### src/rtl/movegen_square_seq.sv
// Square sequencer for streamed board positions. Tags each accepted beat with its
// absolute and side-relative square, rank and file, and flags framing errors.
module movegen_square_seq #(
  parameter  int FILES  = 8,
  parameter  int RANKS  = 8,
  parameter  int SQ_W   = $clog2(FILES*RANKS),
  parameter  int CNT_W  = 16,
  localparam int FILE_W = $clog2(FILES),
  localparam int RANK_W = $clog2(RANKS)
) (
  input  logic              clk,
  input  logic              rst,
  input  logic              in_pos_valid,
  input  logic              in_pos_sop,
  input  logic              in_flip,
  output logic              out_sq_valid,
  output logic [SQ_W-1:0]   out_sq,
  output logic [SQ_W-1:0]   out_sq_rel,
  output logic [RANK_W-1:0] out_rank,
  output logic [FILE_W-1:0] out_file,
  output logic              out_last,
  output logic              out_err_short,
  output logic              out_err_orphan,
  output logic [CNT_W-1:0]  out_pos_count
);

  typedef enum logic {IDLE, ACTIVE} state_e;

  localparam logic [FILE_W-1:0] FILE_MAX = FILE_W'(FILES - 1);
  localparam logic [RANK_W-1:0] RANK_MAX = RANK_W'(RANKS - 1);

  state_e            state_q, state_d;
  logic [FILE_W-1:0] file_q, file_d, cur_file;
  logic [RANK_W-1:0] rank_q, rank_d, cur_rank, rel_rank;
  logic              flip_q, flip_d, flip_sel;
  logic              err_short_q, err_short_d;
  logic              err_orphan_q, err_orphan_d;
  logic [CNT_W-1:0]  count_q, count_d;
  logic              start, accept, last;

  // Coordinates of the beat on the inputs this cycle; no added latency.
  // NOTE: every variable gets a default at the top of always_comb so no latch is inferred.
  always_comb begin
    start    = in_pos_valid & in_pos_sop;
    cur_file = file_q;
    cur_rank = rank_q;
    if (start) begin
      cur_file = '0;
      cur_rank = '0;
    end else if (in_pos_valid) begin
      if (file_q == FILE_MAX) begin
        cur_file = '0;
        cur_rank = rank_q + RANK_W'(1);
      end else begin
        cur_file = file_q + FILE_W'(1);
      end
    end
    accept   = in_pos_valid & (in_pos_sop | (state_q == ACTIVE)) & ~rst;
    flip_sel = start ? in_flip : flip_q;
    rel_rank = flip_sel ? (RANK_MAX - cur_rank) : cur_rank;
    last     = accept & (cur_file == FILE_MAX) & (cur_rank == RANK_MAX);
  end

  always_comb begin
    state_d      = state_q;
    file_d       = file_q;
    rank_d       = rank_q;
    flip_d       = flip_q;
    count_d      = count_q;
    err_short_d  = accept & in_pos_sop & (state_q == ACTIVE);
    err_orphan_d = in_pos_valid & ~in_pos_sop & (state_q == IDLE);
    if (accept) begin
      file_d  = cur_file;
      rank_d  = cur_rank;
      flip_d  = flip_sel;
      state_d = last ? IDLE : ACTIVE;
      if (last) count_d = count_q + CNT_W'(1);
    end
  end

  // NOTE: sequential state uses non-blocking assignments; reset is synchronous, so it sits inside the clocked branch.
  always_ff @(posedge clk) begin
    if (rst) begin
      state_q      <= IDLE;
      file_q       <= '0;
      rank_q       <= '0;
      flip_q       <= 1'b0;
      err_short_q  <= 1'b0;
      err_orphan_q <= 1'b0;
      count_q      <= '0;
    end else begin
      state_q      <= state_d;
      file_q       <= file_d;
      rank_q       <= rank_d;
      flip_q       <= flip_d;
      err_short_q  <= err_short_d;
      err_orphan_q <= err_orphan_d;
      count_q      <= count_d;
    end
  end

  assign out_sq_valid   = accept;
  assign out_sq         = SQ_W'(cur_rank) * SQ_W'(FILES) + SQ_W'(cur_file);
  assign out_sq_rel     = SQ_W'(rel_rank) * SQ_W'(FILES) + SQ_W'(cur_file);
  assign out_rank       = cur_rank;
  assign out_file       = cur_file;
  assign out_last       = last;
  assign out_err_short  = err_short_q;
  assign out_err_orphan = err_orphan_q;
  assign out_pos_count  = count_q;

endmodule
### config.mk
export PLATFORM = sky130hd
export DESIGN_NAME = movegen_square_seq
export DESIGN_NICKNAME = d
export VERILOG_FILES = /design/src/rtl/movegen_square_seq.sv
export SDC_FILE = /design/constraint.sdc
export NUM_CORES = 1
export LEC_CHECK = 0
export BUFFER_PORTS_ARGS = -buffer_cell sky130_fd_sc_hd__buf_2
export CORE_MARGIN = 4
export CORE_UTILIZATION = 30
export CTS_CLUSTER_DIAMETER = 200
export DETAILED_ROUTE_END_ITERATION = 6
export PLACE_DENSITY_LB_ADDON = 0.2
export SLEW_MARGIN = 20
export SYNTH_ARGS = -nofsm -noshare
export SYNTH_HDL_FRONTEND = slang
export SYNTH_SLANG_ARGS = --single-unit
### constraint.sdc
create_clock -name clk -period 6.6 [get_ports clk]
set_input_delay 0.33 -clock clk [delete_from_list [all_inputs] [get_ports clk]]
set_output_delay 0.33 -clock clk [all_outputs]
set_load 0.03 [all_outputs]
==> impl_metrics.py, run 1 <==
metrics = {
    "global_routing": {
        "antenna_found_initial": 0,
        "grt_usage": 0.117,
        "grt_max_degree": 32,
        "grt_pass1_vias": 1215,
        "grt_pass1_wl_mm": 5.75,
        "gr-total-overflow": 0,
    },
    "clock_tree": {
        "cts_tree": "yes",
        "hold_buffers": 0,
        "cts_num_sinks": 26,
        "clockBufferDepth": 2,
        "root_buffer": "clkbuf_8",
        "htreeDepth": 1,
        "ctsResizeCount": 0,
        "clkTransAtPathRegs_ps": 100,
        "cts_setup_buffers": 0,
        "worstSkewPairLatency_ps": 270,
        "cts_buffers": 3,
    },
    "critical_path": {
        "rr_startpoint": "file_q[0]",
        "crit_path_start": "file_q[0]",
        "start_kind": "flip-flop",
        "r2r-end": "out_pos_count[12]",
        "rr_worst_depth": 7,
        "worstSetupPathType": "flip-flop to output port",
        "critPathMostFrequentCell": "ha_1",
        "crit_arrival_ps": 2690,
        "crit_fanout": 31,
        "critPathMaxStageDelay_ps": 710,
        "crit_chain": "ha_1, ha_1, nor2b_1, a22oi_1, a2111o_1, inv_1, buf_2",
        "r2r_setup_slack_ps": 3830,
        "critPathSlowestCell": "a2111o_1",
        "cp-end-kind": "output port",
        "crit_end": "out_last",
        "cp.required_ps": 6270,
    },
    "power": {
        "pwr-share-seq": 0.501,
        "power.switching_mw": 0.0726,
        "p_sw_frac": 0.228,
        "vdd_drop_max_v": 0.0000902,
        "p_comb_frac": 0.077,
        "internal_power_mw": 0.246,
        "pwr-share-clk": 0.422,
        "p_per_area_mw_per_mm2": 195,
        "p_leak_nw": 0.717,
    },
    "yosys": {
        "synth_compound_area_frac": 0.199,
        "syn_inst": 173,
        "yosysTopAreaCell": "dfxtp_1",
        "synth_area_mm2": 0.00141,
        "synth-adder-area-share": 0.0445,
        "synth_top_family_by_area": "simple AND/OR/NAND/NOR gates",
        "ys_seq_area_frac": 0.370,
        "synthXorXnorAreaFrac": 0.0249,
        "syn-num-nets": 183,
        "synth.area.top_cells": "dfxtp_1 37%, a21oi_1 8.2%, buf_4 4.8%",
        "yosysUniqueCellTypes": 33,
        "synthMuxAreaShare": 0.0214,
        "ys_ff_latch": 26,
        "yosysWarnings": 0,
        "synth-simple-area-share": 0.244,
        "synth_top_area_share": 0.370,
        "synth_area_per_cell_um2": 8.12,
    },
    "place": {
        "gp_congestion": 0.700,
        "io_buffers": 42,
        "dp_hpwl_mm": 2.35,
        "place_inst": 247,
        "place_ws_ps": 3850,
    },
    "sta": {
        "skew_ps": 4.69,
        "fin_crit_ps": 3020,
        "fmax_ghz": 0.331,
        "rsz0062_at_grt": "false",
        "finalSetupTns_ps": 0,
        "fin_crit_sh": 0.457,
        "slew_headroom": 0.462,
        "setup_slack_ps": 3580,
        "finalSetupViolCount": 0,
        "worst_pin_slew_ps": 806,
        "slew_violations": 0,
        "hold_violations": 0,
    },
    "finish": {
        "num_antenna_cells": 0,
        "drive_gt1_frac": 0.241,
        "nets": 210,
        "finalNonFillerCells": 251,
        "finish.utilization": 0.368,
        "fill_cells": 471,
        "areaGrowthSynthToFinish_pct": 16.4,
        "multiInputGateArea_um2": 749,
        "seq_area_um2": 520,
    },
    "drt": {
        "wl_per_cell_um": 13.1,
        "route.vias.total": 1289,
        "viasPerCell": 5.14,
        "routed_wirelength_mm": 3.29,
        "drt_iter0_drc": 99,
        "ant_nets": 0,
        "firstDrtPassIters": 4,
        "remaining_drc_errors": 0,
    },
    "run_status": {
        "status": "finished clean",
    },
    "floorplanning": {
        "initial_core_util": 0.316,
        "coreArea_mm2": 0.00444,
        "die_w_um": 76.4,
        "die_h_um": 76.4,
        "dieArea_mm2": 0.00584,
        "ios": 43,
        "num_rows": 24,
    },
    "hold_path": {
        "hold_path.class": "input pin to flip-flop",
        "whs_path_depth": 3,
    },
    "job": {
        "max_cap_viol_count": 0,
    },
}
[power by group through the flow]
stage / sequential (mW) / combinational (mW) / clock, mW
floorplan: 0.163 / 0.0197 / 0
global route: 0.160 / 0.0269 / 0.145
finish: 0.159 / 0.0247 / 0.134
CTS: 0.159 / 0.0249 / 0.139
global placement: 0.163 / 0.0250 / 0
detailed placement: 0.163 / 0.0249 / 0
[cells by family after synthesis]
group | count (synthesis)
buf+inv | 25
xor+xnor | 4
compound gates | 48
simple gates | 62
mux | 3
flops | 26
fa+ha+maj | 5
[routing by layer]
layer / global-route usage / share of wire / up-vias
li1: - / - / 674
met1: 0.155 / 0.50 / 568
met2: 0.180 / 0.42 / 42
met3: 0.0272 / 0.061 / 5
met4: 0.0489 / 0.016 / 0
met5: 0 / 0 / -
[metrics by stage]
stage / hold slack, ps / cell area (µm²) / total power [mW]
after floorplan: 462 / 1410 / 0.182
after global placement: 469 / 1560 / 0.188
after detailed placement: 475 / 1560 / 0.188
after CTS: 417 / 1640 / 0.323
after global routing: 443 / 1640 / 0.331
final: 418 / 1640 / 0.318
[final cells by class]
cell class / count / area share
multi-input combinational: 122 / 0.458
sequential: 26 / 0.318
timing repair buffer: 42 / 0.129
tap: 52 / 0.0398
clock buffer: 3 / 0.0252
clock inverter: 1 / 0.0184
inverter: 5 / 0.0115
[worst max-delay path, delay by kind of cell, from the launching register on]
family	cells	cell delay, ps
flip-flops	1	360
buffers and inverters	2	390
AO/OA/AOI/OAI	2	1050
AND/OR/NAND/NOR	1	160
adder cells (fa/ha/maj)	2	460
[synth_stat cells (all sizes together)]
| cell | count |
|---|---|
| o31ai | 6 |
| nor3 | 3 |
| a21oi | 23 |
| nand3 | 8 |
| o2bb2ai | 2 |
| a2111o | 1 |
| dfxtp | 26 |
| clkbuf | 2 |
| inv | 5 |
| a22oi | 1 |
| a32oi | 2 |
| mux2i | 3 |
| nand4b | 2 |
| nand2 | 11 |
| o21ai | 13 |
| xnor2 | 1 |
| nor2b | 2 |
| or4 | 6 |
| and2 | 1 |
| nor2 | 12 |
| nor4 | 1 |
| or3 | 8 |
| xor2 | 3 |
| ha | 5 |
| nand4 | 5 |
| and3 | 2 |
| and4b | 1 |
| buf | 18 |
[layout by cell type, fill, tap and decap left out, types with 3 or more instances in the layout]
cell / synthesis / layout
buf_2: 6 / 42
dfxtp_1: 26 / 26
a21oi_1: 23 / 23
o21ai_0: 12 / 12
nor2_1: 11 / 11
nand2_1: 11 / 11
or3_1: 8 / 8
nand3_1: 8 / 8
o31ai_1: 6 / 6
or4_1: 6 / 6
inv_1: 5 / 5
nand4_1: 5 / 5
ha_1: 5 / 5
nor3_1: 3 / 3
mux2i_1: 3 / 3
xor2_1: 3 / 3
clkbuf_8: 0 / 3
[flip-flops by register name (all words and copies together), names as in the netlist]
signal / flops
state_q: 1
flip_q: 1
rank_q: 3
out_err_short: 1
file_q: 3
out_pos_count: 16
out_err_orphan: 1
[how the worst min path moves through the flow]
stage	from	end	slack, ps
final	in_flip	flip_q	420
after global placement	out_pos_count[15]	out_pos_count[15]	470
after CTS	in_flip	flip_q	420
after global routing	in_pos_valid	file_q[0]	440
after detailed placement	out_pos_count[15]	out_pos_count[15]	470
after floorplan	rank_q[2]	rank_q[2]	460
Note: power is estimated with default switching activity, not from simulation.
==> run 2: changes to the inputs <==
--- a/config.mk
+++ b/config.mk
@@ -5,6 +5,7 @@
 export SDC_FILE = /design/constraint.sdc
 export NUM_CORES = 1
 export LEC_CHECK = 0
+export ABC_AREA = 1
 export BUFFER_PORTS_ARGS = -buffer_cell sky130_fd_sc_hd__buf_2
 export CORE_MARGIN = 4
 export CORE_UTILIZATION = 30
==> constraint.sdc (replaced) <==
create_clock -name clk -period 2.4 [get_ports clk]
set_input_delay 0.12 -clock clk [delete_from_list [all_inputs] [get_ports clk]]
set_output_delay 0.12 -clock clk [all_outputs]
set_load 0.03 [all_outputs]
==> impl_metrics.py, run 2 <==
metrics = {
    "hold_path": {
        "hold_path.class": "input pin to flip-flop",
    },
    "sta": {
        "worst_pin_slew_ps": 451,
        "finalSetupViolCount": 0,
        "slew_violations": 0,
        "fin_crit_ps": 2050,
        "rsz0062_at_grt": "false",
        "hold_violations": 0,
        "skew_ps": 1.93,
        "slew_headroom": 0.699,
        "setup_slack_ps": 349,
        "fmax_ghz": 0.487,
        "finalSetupTns_ps": 0,
        "fin_crit_sh": 0.855,
    },
    "critical_path": {
        "crit_arrival_ps": 1930,
        "crit_fanout": 5,
        "critPathSlowestCell": "dfxtp_1",
        "r2r_setup_slack_ps": 370,
        "critPathBufInv": 2,
        "rr_startpoint": "file_q[0]",
        "rr_worst_depth": 11,
        "cp_num_cells": 10,
        "critPathMaxStageDelay_ps": 350,
        "crit_chain": "ha_1, ha_1, nor2_1, nand2_2, nand2_4, nand2_4, inv_1, nand4_1, nor2_1, buf_2",
        "cp.required_ps": 2280,
        "crit_end": "out_last",
        "start_kind": "flip-flop",
        "cp-end-kind": "output port",
        "cp_top_family": "simple AND/OR/NAND/NOR gates",
        "crit_path_start": "file_q[0]",
        "worstSetupPathType": "flip-flop to output port",
        "r2r-end": "out_pos_count[0]",
    },
    "yosys": {
        "ys_async_sr_fraction": 0,
        "yosysUniqueCellTypes": 33,
        "synthMostInstantiatedCell": "nand2_1",
        "ys_seq_area_frac": 0.275,
        "synth_common_cells": "66 x nand2_1, 26 x dfxtp_1, 25 x nor2_1, 20 x inv_1, 16 x nand3_1",
        "synth.area.top_cells": "dfxtp_1 27%, nand2_1 13%, nand3_2 6.3%",
        "yosysTopAreaCell": "dfxtp_1",
        "syn_inst": 255,
        "synth_area_per_cell_um2": 7.42,
        "synth_top_area_share": 0.275,
        "synth_flop_cell": "dfxtp_1",
        "yosysWarnings": 0,
        "synth_enable_flop_cells": 0,
        "ys_ff_latch": 26,
        "syn-num-nets": 265,
        "synth_area_mm2": 0.00189,
    },
    "clock_tree": {
        "cts_setup_buffers": 0,
        "clkTransAtPathRegs_ps": 100,
        "hold_buffers": 0,
        "cts_num_sinks": 26,
        "clockBufferDepth": 2,
        "ctsResizeCount": 0,
        "root_buffer": "clkbuf_8",
        "worstSkewPairLatency_ps": 270,
        "cts_tree": "yes",
        "htreeDepth": 1,
        "cts_buffers": 3,
    },
    "place": {
        "gp_congestion": 0.843,
        "dp_hpwl_mm": 3.43,
        "place_ws_ps": 360,
        "io_buffers": 42,
        "place_inst": 357,
    },
    "finish": {
        "final_cell_mix": "66 x nand2_1, 42 x buf_2, 26 x dfxtp_1",
        "finalNonFillerCells": 361,
        "areaGrowthSynthToFinish_pct": 12.8,
        "layout_commonest_cell": "nand2_1",
        "largest_reg_flops": 16,
        "drive_gt1_frac": 0.332,
        "finish.utilization": 0.354,
        "nets": 297,
        "num_antenna_cells": 0,
    },
    "global_routing": {
        "grt_pass1_wl_mm": 7.55,
        "gr-total-overflow": 0,
        "grt_usage": 0.122,
        "antenna_found_initial": 0,
        "grt_max_degree": 17,
        "grt_pass1_vias": 1520,
    },
    "drt": {
        "routed_wirelength_mm": 4.50,
        "remaining_drc_errors": 0,
        "ant_nets": 0,
        "wl_per_cell_um": 12.5,
        "firstDrtPassIters": 4,
        "drt_iter0_drc": 63,
        "viasPerCell": 4.76,
        "route.vias.total": 1717,
    },
    "floorplanning": {
        "coreArea_mm2": 0.00603,
        "num_rows": 28,
        "initial_core_util": 0.314,
        "ios": 43,
        "dieArea_mm2": 0.00764,
        "die_w_um": 87.4,
        "die_h_um": 87.4,
    },
    "power": {
        "p_per_area_mw_per_mm2": 425,
        "power_mw": 0.907,
        "p_leak_nw": 0.984,
        "vdd_drop_max_v": 0.000205,
    },
    "job": {
        "max_cap_viol_count": 0,
    },
    "run_status": {
        "status": "finished clean",
    },
}
run 2: cells by family after synthesis:
logic type / count (synthesis) / synth area share
AO/OA/AOI/OAI: 24 / 0.0879
flip-flops: 26 / 0.275
buffers and inverters: 40 / 0.122
AND/OR/NAND/NOR: 150 / 0.436
adder cells (fa/ha/maj): 5 / 0.0330
XOR/XNOR: 10 / 0.0463
run 2: where the power goes:
part | total (mW) | internal (mW) | switching, mW
Clock | 0.378 | 0.223 | 0.154
Sequential | 0.438 | 0.436 | 0.00206
Combinational | 0.0918 | 0.0233 | 0.0685
Total | 0.907 | 0.682 | 0.225
run 2: per-stage QoR:
step,area (µm²),hold WS (ps)
final,2130,211
after global routing,2130,225
after CTS,2130,208
after detailed placement,2060,476
after global placement,2060,471
after floorplan,1890,300
run 2: worst min path at each step:
stage	start	to	slack, ps	cells after the start
2_1_floorplan	in_pos_sop	out_err_orphan	300	3
3_3_place_gp	flip_q	flip_q	470	2
6_report	in_pos_sop	out_err_orphan	210	4
3_5_place_dp	flip_q	flip_q	480	2
4_1_cts	in_pos_sop	out_err_orphan	210	4
5_1_grt	in_pos_sop	out_err_orphan	230	4
run 2: area by class of cell:
type | count | area [µm²]
clock buffer | 3 | 41.3
timing repair buffer | 42 | 210
clock inverter | 1 | 30.0
inverter | 25 | 97.6
tap | 75 | 93.8
fill | 678 | 3890
multi-input combinational | 189 | 1140
sequential | 26 | 520
run 2: worst reg2reg max path, cell delays in order (launching register included):
cell	delay, ps
dfxtp_1	380
ha_1	190
ha_1	230
nand2_1	90
nand2_2	80
nand2_2	60
nor2_4	130
nand2_2	100
nor2_8	260
nand2_4	190
o21ai_1	170
nor2_1	50
run 2: metal layers:
metal	up-vias	share of wire	GRT usage
met5	-	0	0
met4	0	0.011	0.0335
met3	4	0.037	0.0170
met2	34	0.45	0.190
met1	806	0.50	0.176
li1	873	-	-
